### config.mk
export PLATFORM = sky130hd
export DESIGN_NAME = crc_engine_param_flat
export DESIGN_NICKNAME = d
export VERILOG_FILES = /design/src/rtl/crc_engine_param_if.sv /design/src/rtl/crc_engine_param.sv /design/src/flat_wrapper.sv
export SDC_FILE = /design/constraint.sdc
export NUM_CORES = 1
export LEC_CHECK = 0
export BUFFER_PORTS_ARGS = -buffer_cell sky130_fd_sc_hd__buf_2
export CAP_MARGIN = 20
export CORE_ASPECT_RATIO = 0.9
export CORE_MARGIN = 5
export CORE_UTILIZATION = 49
export DETAILED_ROUTE_END_ITERATION = 10
export HOLD_SLACK_MARGIN = 0.02
export PLACE_DENSITY = 0.83
export SYNTH_ARGS = -nofsm -noshare
export SYNTH_HDL_FRONTEND = slang
export SYNTH_SLANG_ARGS = --single-unit
### constraint.sdc
create_clock -name clk -period 2.01 [get_ports clk]
set_input_delay 0.603 -clock clk [delete_from_list [all_inputs] [get_ports clk]]
set_output_delay 0.603 -clock clk [all_outputs]
set_load 0.02 [all_outputs]
### src/rtl/crc_engine_param_if.sv
// Beat stream and result bus of the parametrised streaming CRC checker.
interface crc_engine_param_if #(
    parameter int DATA_W = 8,
    parameter int CRC_W  = 8,
    parameter int LEN_W  = 16
);
    logic              i_valid;
    logic              i_last;
    logic [DATA_W-1:0] i_data;
    logic              i_abort;
    logic              o_busy;
    logic              o_done;
    logic              o_match;
    logic [CRC_W-1:0]  o_crc;
    logic [LEN_W-1:0]  o_len;
    logic [15:0]       o_frame_cnt;
    logic [15:0]       o_err_cnt;

    modport master (
        output i_valid, i_last, i_data, i_abort,
        input  o_busy, o_done, o_match, o_crc, o_len, o_frame_cnt, o_err_cnt
    );

    modport slave (
        input  i_valid, i_last, i_data, i_abort,
        output o_busy, o_done, o_match, o_crc, o_len, o_frame_cnt, o_err_cnt
    );
endinterface

### src/rtl/crc_engine_param.sv
// Streaming MSB-first CRC checker: one beat per cycle, residue/match/length at end of frame.
// Optional good/bad frame counters are enabled by defining CRC_STATS_EN.
module crc_engine_param #(
    parameter int               DATA_W  = 8,
    parameter int               CRC_W   = 8,
    parameter logic [CRC_W-1:0] POLY    = 'h07,
    parameter logic [CRC_W-1:0] INIT    = 'h00,
    parameter logic [CRC_W-1:0] RESIDUE = 'h00,
    parameter int               LEN_W   = 16
) (
    input logic              clk,
    input logic              reset,
    crc_engine_param_if.slave bus
);

    typedef enum logic [1:0] {
        IDLE,
        ACCUM,
        FINISH
    } state_t;

    state_t             state_q, state_d;
    logic [CRC_W-1:0]   crc_q, crc_d;
    logic [LEN_W-1:0]   len_q, len_d;
    logic [CRC_W-1:0]   crcOut_q, crcOut_d;
    logic               match_q, match_d;
    logic [LEN_W-1:0]   lenOut_q, lenOut_d;

    logic [CRC_W-1:0]   crcBase;
    logic [CRC_W-1:0]   crcFolded;
    logic [LEN_W-1:0]   lenBase;
    logic [LEN_W-1:0]   lenInc;

    function automatic logic [CRC_W-1:0] foldBeat(input logic [CRC_W-1:0] c,
                                                  input logic [DATA_W-1:0] d);
        logic [CRC_W-1:0] r;
        logic             fb;
        r = c;
        for (int i = DATA_W - 1; i >= 0; i--) begin
            fb = r[CRC_W-1] ^ d[i];
            r  = {r[CRC_W-2:0], 1'b0} ^ (fb ? POLY : '0);
        end
        return r;
    endfunction

    // A beat outside ACCUM always starts a fresh frame, which lets FINISH overlap a new first beat.
    always_comb begin
        crcBase   = (state_q == ACCUM) ? crc_q : INIT;
        lenBase   = (state_q == ACCUM) ? len_q : '0;
        crcFolded = foldBeat(crcBase, bus.i_data);
        lenInc    = (&lenBase) ? lenBase : lenBase + LEN_W'(1);
    end

    always_comb begin
        state_d  = state_q;
        crc_d    = crc_q;
        len_d    = len_q;
        crcOut_d = crcOut_q;
        match_d  = match_q;
        lenOut_d = lenOut_q;
        if (bus.i_abort) begin
            state_d = IDLE;
            crc_d   = INIT;
            len_d   = '0;
        end else if (bus.i_valid && bus.i_last) begin
            state_d  = FINISH;
            crc_d    = INIT;
            len_d    = '0;
            crcOut_d = crcFolded;
            match_d  = (crcFolded == RESIDUE);
            lenOut_d = lenInc;
        end else if (bus.i_valid) begin
            state_d = ACCUM;
            crc_d   = crcFolded;
            len_d   = lenInc;
        end else if (state_q == FINISH) begin
            state_d = IDLE;
        end
    end

    always_ff @(posedge clk or posedge reset) begin
        if (reset) begin
            state_q  <= IDLE;
            crc_q    <= INIT;
            len_q    <= '0;
            crcOut_q <= '0;
            match_q  <= 1'b0;
            lenOut_q <= '0;
        end else begin
            state_q  <= state_d;
            crc_q    <= crc_d;
            len_q    <= len_d;
            crcOut_q <= crcOut_d;
            match_q  <= match_d;
            lenOut_q <= lenOut_d;
        end
    end

    assign bus.o_busy  = (state_q == ACCUM);
    assign bus.o_done  = (state_q == FINISH);
    assign bus.o_crc   = crcOut_q;
    assign bus.o_match = match_q;
    assign bus.o_len   = lenOut_q;

`ifdef CRC_STATS_EN
    logic [15:0] frameCnt_q;
    logic [15:0] errCnt_q;

    // Counters sample the result during the done pulse and stick at all-ones.
    always_ff @(posedge clk or posedge reset) begin
        if (reset) begin
            frameCnt_q <= '0;
            errCnt_q   <= '0;
        end else if (state_q == FINISH) begin
            if (match_q && !(&frameCnt_q)) begin
                frameCnt_q <= frameCnt_q + 16'd1;
            end else if (!match_q && !(&errCnt_q)) begin
                errCnt_q <= errCnt_q + 16'd1;
            end
        end
    end

    assign bus.o_frame_cnt = frameCnt_q;
    assign bus.o_err_cnt   = errCnt_q;
`else
    assign bus.o_frame_cnt = 16'd0;
    assign bus.o_err_cnt   = 16'd0;
`endif

endmodule

### src/flat_wrapper.sv
// flat-port wrapper written by rule: the top's interface ports become plain ports
module crc_engine_param_flat 
#(
    parameter int               DATA_W  = 8,
    parameter int               CRC_W   = 8,
    parameter logic [CRC_W-1:0] POLY    = 'h07,
    parameter logic [CRC_W-1:0] INIT    = 'h00,
    parameter logic [CRC_W-1:0] RESIDUE = 'h00,
    parameter int               LEN_W   = 16
)
  (clk, reset, bus_i_valid, bus_i_last, bus_i_data, bus_i_abort, bus_o_busy, bus_o_done, bus_o_match, bus_o_crc, bus_o_len, bus_o_frame_cnt, bus_o_err_cnt);
  crc_engine_param_if #(.DATA_W(DATA_W), .CRC_W(CRC_W), .LEN_W(LEN_W)) bus_i ();
  input logic clk;
  input logic reset;
  input wire logic [$bits(bus_i.i_valid)-1:0] bus_i_valid;
  input wire logic [$bits(bus_i.i_last)-1:0] bus_i_last;
  input wire logic [$bits(bus_i.i_data)-1:0] bus_i_data;
  input wire logic [$bits(bus_i.i_abort)-1:0] bus_i_abort;
  output wire logic [$bits(bus_i.o_busy)-1:0] bus_o_busy;
  output wire logic [$bits(bus_i.o_done)-1:0] bus_o_done;
  output wire logic [$bits(bus_i.o_match)-1:0] bus_o_match;
  output wire logic [$bits(bus_i.o_crc)-1:0] bus_o_crc;
  output wire logic [$bits(bus_i.o_len)-1:0] bus_o_len;
  output wire logic [$bits(bus_i.o_frame_cnt)-1:0] bus_o_frame_cnt;
  output wire logic [$bits(bus_i.o_err_cnt)-1:0] bus_o_err_cnt;
  assign bus_i.i_valid = bus_i_valid;
  assign bus_i.i_last = bus_i_last;
  assign bus_i.i_data = bus_i_data;
  assign bus_i.i_abort = bus_i_abort;
  assign bus_o_busy = bus_i.o_busy;
  assign bus_o_done = bus_i.o_done;
  assign bus_o_match = bus_i.o_match;
  assign bus_o_crc = bus_i.o_crc;
  assign bus_o_len = bus_i.o_len;
  assign bus_o_frame_cnt = bus_i.o_frame_cnt;
  assign bus_o_err_cnt = bus_i.o_err_cnt;
  crc_engine_param #(.DATA_W(DATA_W), .CRC_W(CRC_W), .POLY(POLY), .INIT(INIT), .RESIDUE(RESIDUE), .LEN_W(LEN_W)) u_core (.clk(clk), .reset(reset), .bus(bus_i));
endmodule
After elaboration in Yosys (flattened, before gate mapping)
Cells that the tools add are included.
Widths: inputs -> output; s select.
{"block": "totals", "latchBits": 0, "elab_cells": 53, "out_inout_bits": 59, "input_bits": 13, "ramBits": 0, "register_bits": 51, "mem_count": 0, "mem_bits_ro": 0}
{"block": "op_classes", "eq_ne": 2, "n_lt_le_gt_ge": 0, "n_addsub": 1, "n_mux": 21, "n_div": 0, "n_reduce_logical": 6, "multipliers": 0, "shifts": 0, "n_bitwise": 17}
{"operator": "$mux 16", "n": 5}
{"operator": "$xor 8x8->8", "n": 8}
{"operator": "$mux 8", "n": 4}
{"operator": "$mux 3", "n": 8}
{"operator": "$add 16x1->16 const B", "n": 1}
{"operator": "$reduce_and 16->1", "n": 1}
{"operator": "$logic_not 8->1", "n": 1}
{"operator": "$mux 2", "n": 4}
{"operator": "$xor 1x1->1", "n": 8}
{"operator": "$reduce_bool 4->1", "n": 1}
{"operator": "$reduce_bool 3->1", "n": 1}
{"operator": "$eq 2x1->1 const B", "n": 1}
{"operator": "$eq 2x2->1 const B", "n": 1}
{"operator": "$reduce_and 2->1", "n": 1}
{"operator": "$logic_and 1x1->1", "n": 1}
{"operator": "$not 1->1", "n": 1}

Longest topological paths before layout
{"block": "depth", "word_depth": 29, "ltp_mapped": 7, "depth_no_buf": 6}

Least setup slack after synthesis
Ideal clock, no wire load.
{"block": "synth_timing", "kind": "register to register", "from": "reg u_core.state_q[1]", "to": "reg u_core.len_q[11]", "synth_period_minus_slack_ps": 2122, "path_buffers": 2, "stages_incl_launch_ff": 8, "t_required_ps": 1884, "t_arrival_ps": 1997, "path_slack_ps": -112, "path_cell_list": "dfrtp_1 > nand2b_1 > buf_6 > or4_4 > buf_6 > or4_4 > a21oi_2 > o22ai_1"}
{"block": "synth_via", "elab_chain_cells": 7}
{"element": "from (decl)", "line": "crc_engine_param.sv:22", "rtl": "state_t state_q, state_d;"}
{"element": "from (signal assigned)", "line": "crc_engine_param.sv:90", "rtl": "state_q <= state_d;"}
{"element": "$eq 2x1->1 (*)", "line": "crc_engine_param.sv:49", "rtl": "lenBase = (state_q == ACCUM) ? len_q : '0;"}
{"element": "$mux 16 (*)", "line": "crc_engine_param.sv:49"}
{"element": "$add 16x1->16 / $reduce_and 16->1 (equally long branches)", "line": "crc_engine_param.sv:51", "rtl": "lenInc = (&lenBase) ? lenBase : lenBase + LEN_W'(1);"}
{"element": "$mux 16 (*)", "line": "crc_engine_param.sv:51"}
{"element": "$mux 16 (*)", "line": "crc_engine_param.sv:72", "rtl": "end else if (bus.i_valid) begin"}
{"element": "$mux 16 (*)", "line": "crc_engine_param.sv:65", "rtl": "end else if (bus.i_valid && bus.i_last) begin"}
{"element": "$mux 16 (*)", "line": "crc_engine_param.sv:61", "rtl": "if (bus.i_abort) begin"}
{"element": "to (signal assigned)", "line": "crc_engine_param.sv:92", "rtl": "len_q <= len_d;"}
{"element": "to (decl)", "line": "crc_engine_param.sv:24", "rtl": "logic [LEN_W-1:0] len_q, len_d;"}
Every way passes the cells marked *; elsewhere a longest branch is shown, timed or not. The select of a mux whose other input is x is not followed.
A chain may end at the register's enable or synchronous reset.

Worst setup path in the final report
{"block": "layout_timing", "from": "reg u_core.state_q[1]", "to": "reg u_core.lenOut_q[11] (netlist: u_core.bus.o_len[11])"}
{"block": "layout_via", "elab_chain_cells": 4}
{"element": "$eq 2x1->1 (*)", "line": "crc_engine_param.sv:49"}
{"element": "$mux 16 (*)", "line": "crc_engine_param.sv:49"}
{"element": "$add 16x1->16 / $reduce_and 16->1 (equally long branches)", "line": "crc_engine_param.sv:51"}
{"element": "$mux 16 (*)", "line": "crc_engine_param.sv:51"}
{"element": "to (signal assigned)", "line": "crc_engine_param.sv:95", "rtl": "lenOut_q <= lenOut_d;"}
{"element": "to (decl)", "line": "crc_engine_param.sv:27", "rtl": "logic [LEN_W-1:0] lenOut_q, lenOut_d;"}
Every way passes the cells marked *; elsewhere a longest branch is shown, timed or not.

==> results.py <==
metrics = {
    "worst_setup_path": {
        "cp_data_arrival_time_ns": 2.17,
        "cpMostUsedCell": "sky130_fd_sc_hd__or4_4",
        "terminus_of_the_critical_flop_to_flop_path": "u_core.bus.o_len[11]$_DFFE_PP0P_",
        "critical_path.cell_chain": "nand2b_4, or4_4, or4_4, xnor2_1, o21ai_1",
        "crit_buf_inv": 0,
        "path_class": "flop to flop",
        "top_family_by_delay_on_critical_path": "simple AND/OR/NAND/NOR gates",
        "cp_slowest_cell": "sky130_fd_sc_hd__or4_4",
        "worst-path-max-fanout": 5,
        "worstSetupStartpointType": "flop",
        "worst-r2r-setup-slack_ns": 0.03,
        "r2r_start": "u_core.state_q[1]$_DFFE_PP0P_",
        "cpPeakStageDelay_ns": 0.55,
        "cp_data_required_time_ns": 2.20,
        "timing.critical_path.from": "u_core.state_q[1]$_DFFE_PP0P_",
        "reg2regPathDepth": 5,
        "timing.critical_path.to_type": "flop",
    },
    "place": {
        "routabilityCongestion": 0.857,
        "io_buf_count": 39,
        "dp_hpwl_mm": 5.02,
        "placement.setup.worst_slack_ns": 0.0381,
        "placement.cell_area_mm2": 0.00336,
        "place.detailed.instances": 471,
    },
    "pwr": {
        "power.total_mw": 2.35,
        "power.leakage_nw": 1.61,
        "worst_ir_drop_vdd_mv": 0.282,
        "power_density_mw_per_mm2": 659,
    },
    "cells_and_area": {
        "antenna_cells_inserted": 0,
        "final_area_mm2": 0.00357,
        "post_route_cells_drive_above_1_share": 0.221,
        "multi_input_area_mm2": 0.00158,
        "areaGrowthSynthToFinish_pct": 16.5,
        "filler_cell_count": 532,
        "design.final.nets": 410,
        "finish.cell_count_without_fillers": 485,
        "area.sequential_mm2": 0.00128,
    },
    "routing": {
        "detail_route.first_pass.iterations": 4,
        "drc": 0,
        "drt-initial-drc-count": 181,
        "drt-wirelength-per-cell_um": 14.4,
        "wl_mm": 6.98,
        "drtAntennaViolNets": 0,
        "via_count": 2513,
        "number_of_vias_per_cell": 5.18,
    },
    "logic_synthesis": {
        "post_synth_xor_area_fraction": 0.131,
        "synth_top_family_by_area": "simple AND/OR/NAND/NOR gates",
        "multiplexer_fraction_of_the_synthesized_cell_area": 0.00654,
        "netlist_area_mm2": 0.00306,
        "adder_cell_area_share_of_the_yosys_netlist": 0,
        "yosys_most_used_dff": "sky130_fd_sc_hd__dfrtp_1",
        "synthDistinctLibCells": 52,
        "ys_async_sr_fraction": 1.00,
        "seq_area_frac_synth": 0.417,
        "yosys.area_share.simple": 0.189,
        "synth_compound_gate_area_share": 0.143,
        "synth-warning-count": 0,
        "post_synth_edffs": 0,
        "syn_inst": 339,
        "syn_avg_cell_area_um2": 9.03,
        "ys_ff_latch": 51,
    },
    "worst_hold_path": {
        "worstHoldPathType": "primary input to async pin",
    },
    "global_route": {
        "track_usage": 0.174,
        "global_route.overflow_total": 0,
        "number_of_antenna_violations_at_the_first_check_in_global_routing": 0,
        "grt_first_pass_wirelength_mm": 11.2,
        "grt_pass1_vias": 2360,
        "grt_max_degree": 52,
    },
    "die": {
        "dieArea_mm2": 0.00793,
        "fp.dieH_um": 85.0,
        "effective_utilization_at_floorplan": 0.501,
        "die-width_um": 93.3,
        "core_region_area_mm2": 0.00611,
        "ioPinCount": 72,
        "std_cell_rows": 27,
    },
    "outcome": {
        "run_status": "complete, no violations",
    },
    "timing": {
        "hold_viol_final": 0,
        "fin_worst_skew_ns": 0.00824,
        "fin_crit_sh": 0.985,
        "max_transition_viols_final": 0,
        "rsz0062_at_grt": "yes",
        "timing.final.ws_setup_ns": 0.0301,
        "transition_time_at_the_pin_with_the_least_slew_margin_ns": 0.561,
        "slew-limit-headroom": 0.625,
        "period_needed_ns": 1.98,
        "max_freq_ghz": 0.505,
        "final_report_setup_violation_count": 0,
    },
    "clocking": {
        "cts_sinks": 51,
        "hold_buffers": 0,
        "path_clk_slew_ns": 0.10,
        "clockBufferDepth": 2,
        "tritoncts": "done",
        "htreeDepth": 2,
        "tritoncts.num_buffers": 5,
        "clock-root-buffer": "sky130_fd_sc_hd__clkbuf_8",
        "clkLatencyLatePin_ns": 0.31,
    },
    "flow_run": {
        "maxCapViolations": 0,
    },
}
==> final cells by class <==
type                            instances  share of cell area
Clock buffer                            6              0.0231
Tap cell                               87              0.0305
Timing Repair Buffer                   67               0.124
Multi-Input combinational cell        264               0.444
Inverter                                8             0.00947
Clock inverter                          2              0.0109
Sequential cell                        51               0.358
==> synthesized netlist by cell type (all sizes together), types with 2 or more instances <==
master | instances | area share
nand2 | 55 | 0.067
dfrtp | 51 | 0.42
o21ai | 39 | 0.064
buf | 36 | 0.088
xnor2 | 26 | 0.074
nor2 | 21 | 0.026
xor2 | 12 | 0.034
clkbuf | 11 | 0.013
a21oi | 9 | 0.016
inv | 8 | 0.0098
nand3 | 5 | 0.0082
nor3 | 5 | 0.0082
a22o | 4 | 0.011
nand3b | 4 | 0.0098
nand4 | 4 | 0.0082
nor4 | 4 | 0.015
a31oi | 3 | 0.0061
and2 | 3 | 0.0061
o211ai | 3 | 0.0074
o22ai | 3 | 0.0061
a32o | 2 | 0.0065
and3 | 2 | 0.0041
mux2i | 2 | 0.0065
o31ai | 2 | 0.0049
or3b | 2 | 0.0057
or4 | 2 | 0.0074
xnor3 | 2 | 0.015
==> state kept, by name (all words and copies together), names as in the netlist <==
register / flops
u_core.bus.o_match: 1
u_core.len_q: 16
u_core.bus.o_len: 16
u_core.crc_q: 8
u_core.state_q: 2
u_core.bus.o_crc: 8
==> routing by layer <==
layer  vias up  GRT usage  part of all wire
li1       1216          -                 -
met1      1200      0.234              0.42
met2        83      0.275              0.48
met3        14     0.0381             0.072
met4         0     0.0652             0.021
met5         -          0                 0
==> timing repair <==
item,in CTS,in global routing
endpoints found under the setup margin,1,9
pin swaps,0,2
resized for setup,2,5
cloned,0,1
setup buffers,1,4
==> logic make-up after synthesis <==
group / Yosys count
AO/OA/AOI/OAI: 73
XOR/XNOR: 41
buffers and inverters: 55
flip-flops: 51
multiplexers: 2
other: 1
AND/OR/NAND/NOR: 116
==> worst max-delay path by stage <==
stage / end / slack (ns) / cells after the start
after floorplan: u_core.bus.o_len[11]$_DFFE_PP0P_ / -0.09 / 7
after global placement: u_core.bus.o_len[11]$_DFFE_PP0P_ / 0.08 / 5
after detailed placement: u_core.bus.o_match$_DFFE_PP0P_ / 0.04 / 5
after CTS: bus_o_busy / 0.04 / 5
after global routing: u_core.bus.o_len[11]$_DFFE_PP0P_ / -0.03 / 5
final: u_core.bus.o_len[11]$_DFFE_PP0P_ / 0.03 / 5
==> worst register-to-register path, cell delays in order (launching register included) <==
cell and delay, ns:
sky130_fd_sc_hd__dfrtp_1 0.39, sky130_fd_sc_hd__nand2b_4 0.16, sky130_fd_sc_hd__or4_4 0.55, sky130_fd_sc_hd__or4_4 0.54, sky130_fd_sc_hd__xnor2_1 0.16, sky130_fd_sc_hd__o21ai_1 0.07
==> stage by stage <==
stage	hold WS (ns)	util	TNS, ns
2_1_floorplan	0.450	-	-0.172
3_3_place_gp	0.457	0.549	0
3_5_place_dp	0.465	0.549	0
4_1_cts	0.334	0.571	0
5_1_grt	0.346	0.583	-0.0785
6_report	0.321	0.583	0
==> placed cells by master, fill, tap and decap left out, drive strengths merged, types with 5 or more instances in the layout <==
| cell type | count |
|---|---|
| xnor2 | 26 |
| conb | 32 |
| clkbuf | 7 |
| xor2 | 12 |
| inv | 8 |
| o21ai | 39 |
| nand3 | 5 |
| nand2 | 55 |
| buf | 66 |
| dfrtp | 51 |
| a21oi | 9 |
| nor3 | 5 |
| nor2 | 21 |
==> power by group <==
| group | switching (mW) | leakage (nW) | total [mW] | internal [mW] |
|---|---|---|---|---|
| registers | 0.0348 | 0.691 | 1.11 | 1.08 |
| clock network | 0.358 | 0.0618 | 0.768 | 0.410 |
| logic | 0.296 | 0.859 | 0.467 | 0.171 |
No activity file was read; power rests on OpenSTA's default activity.
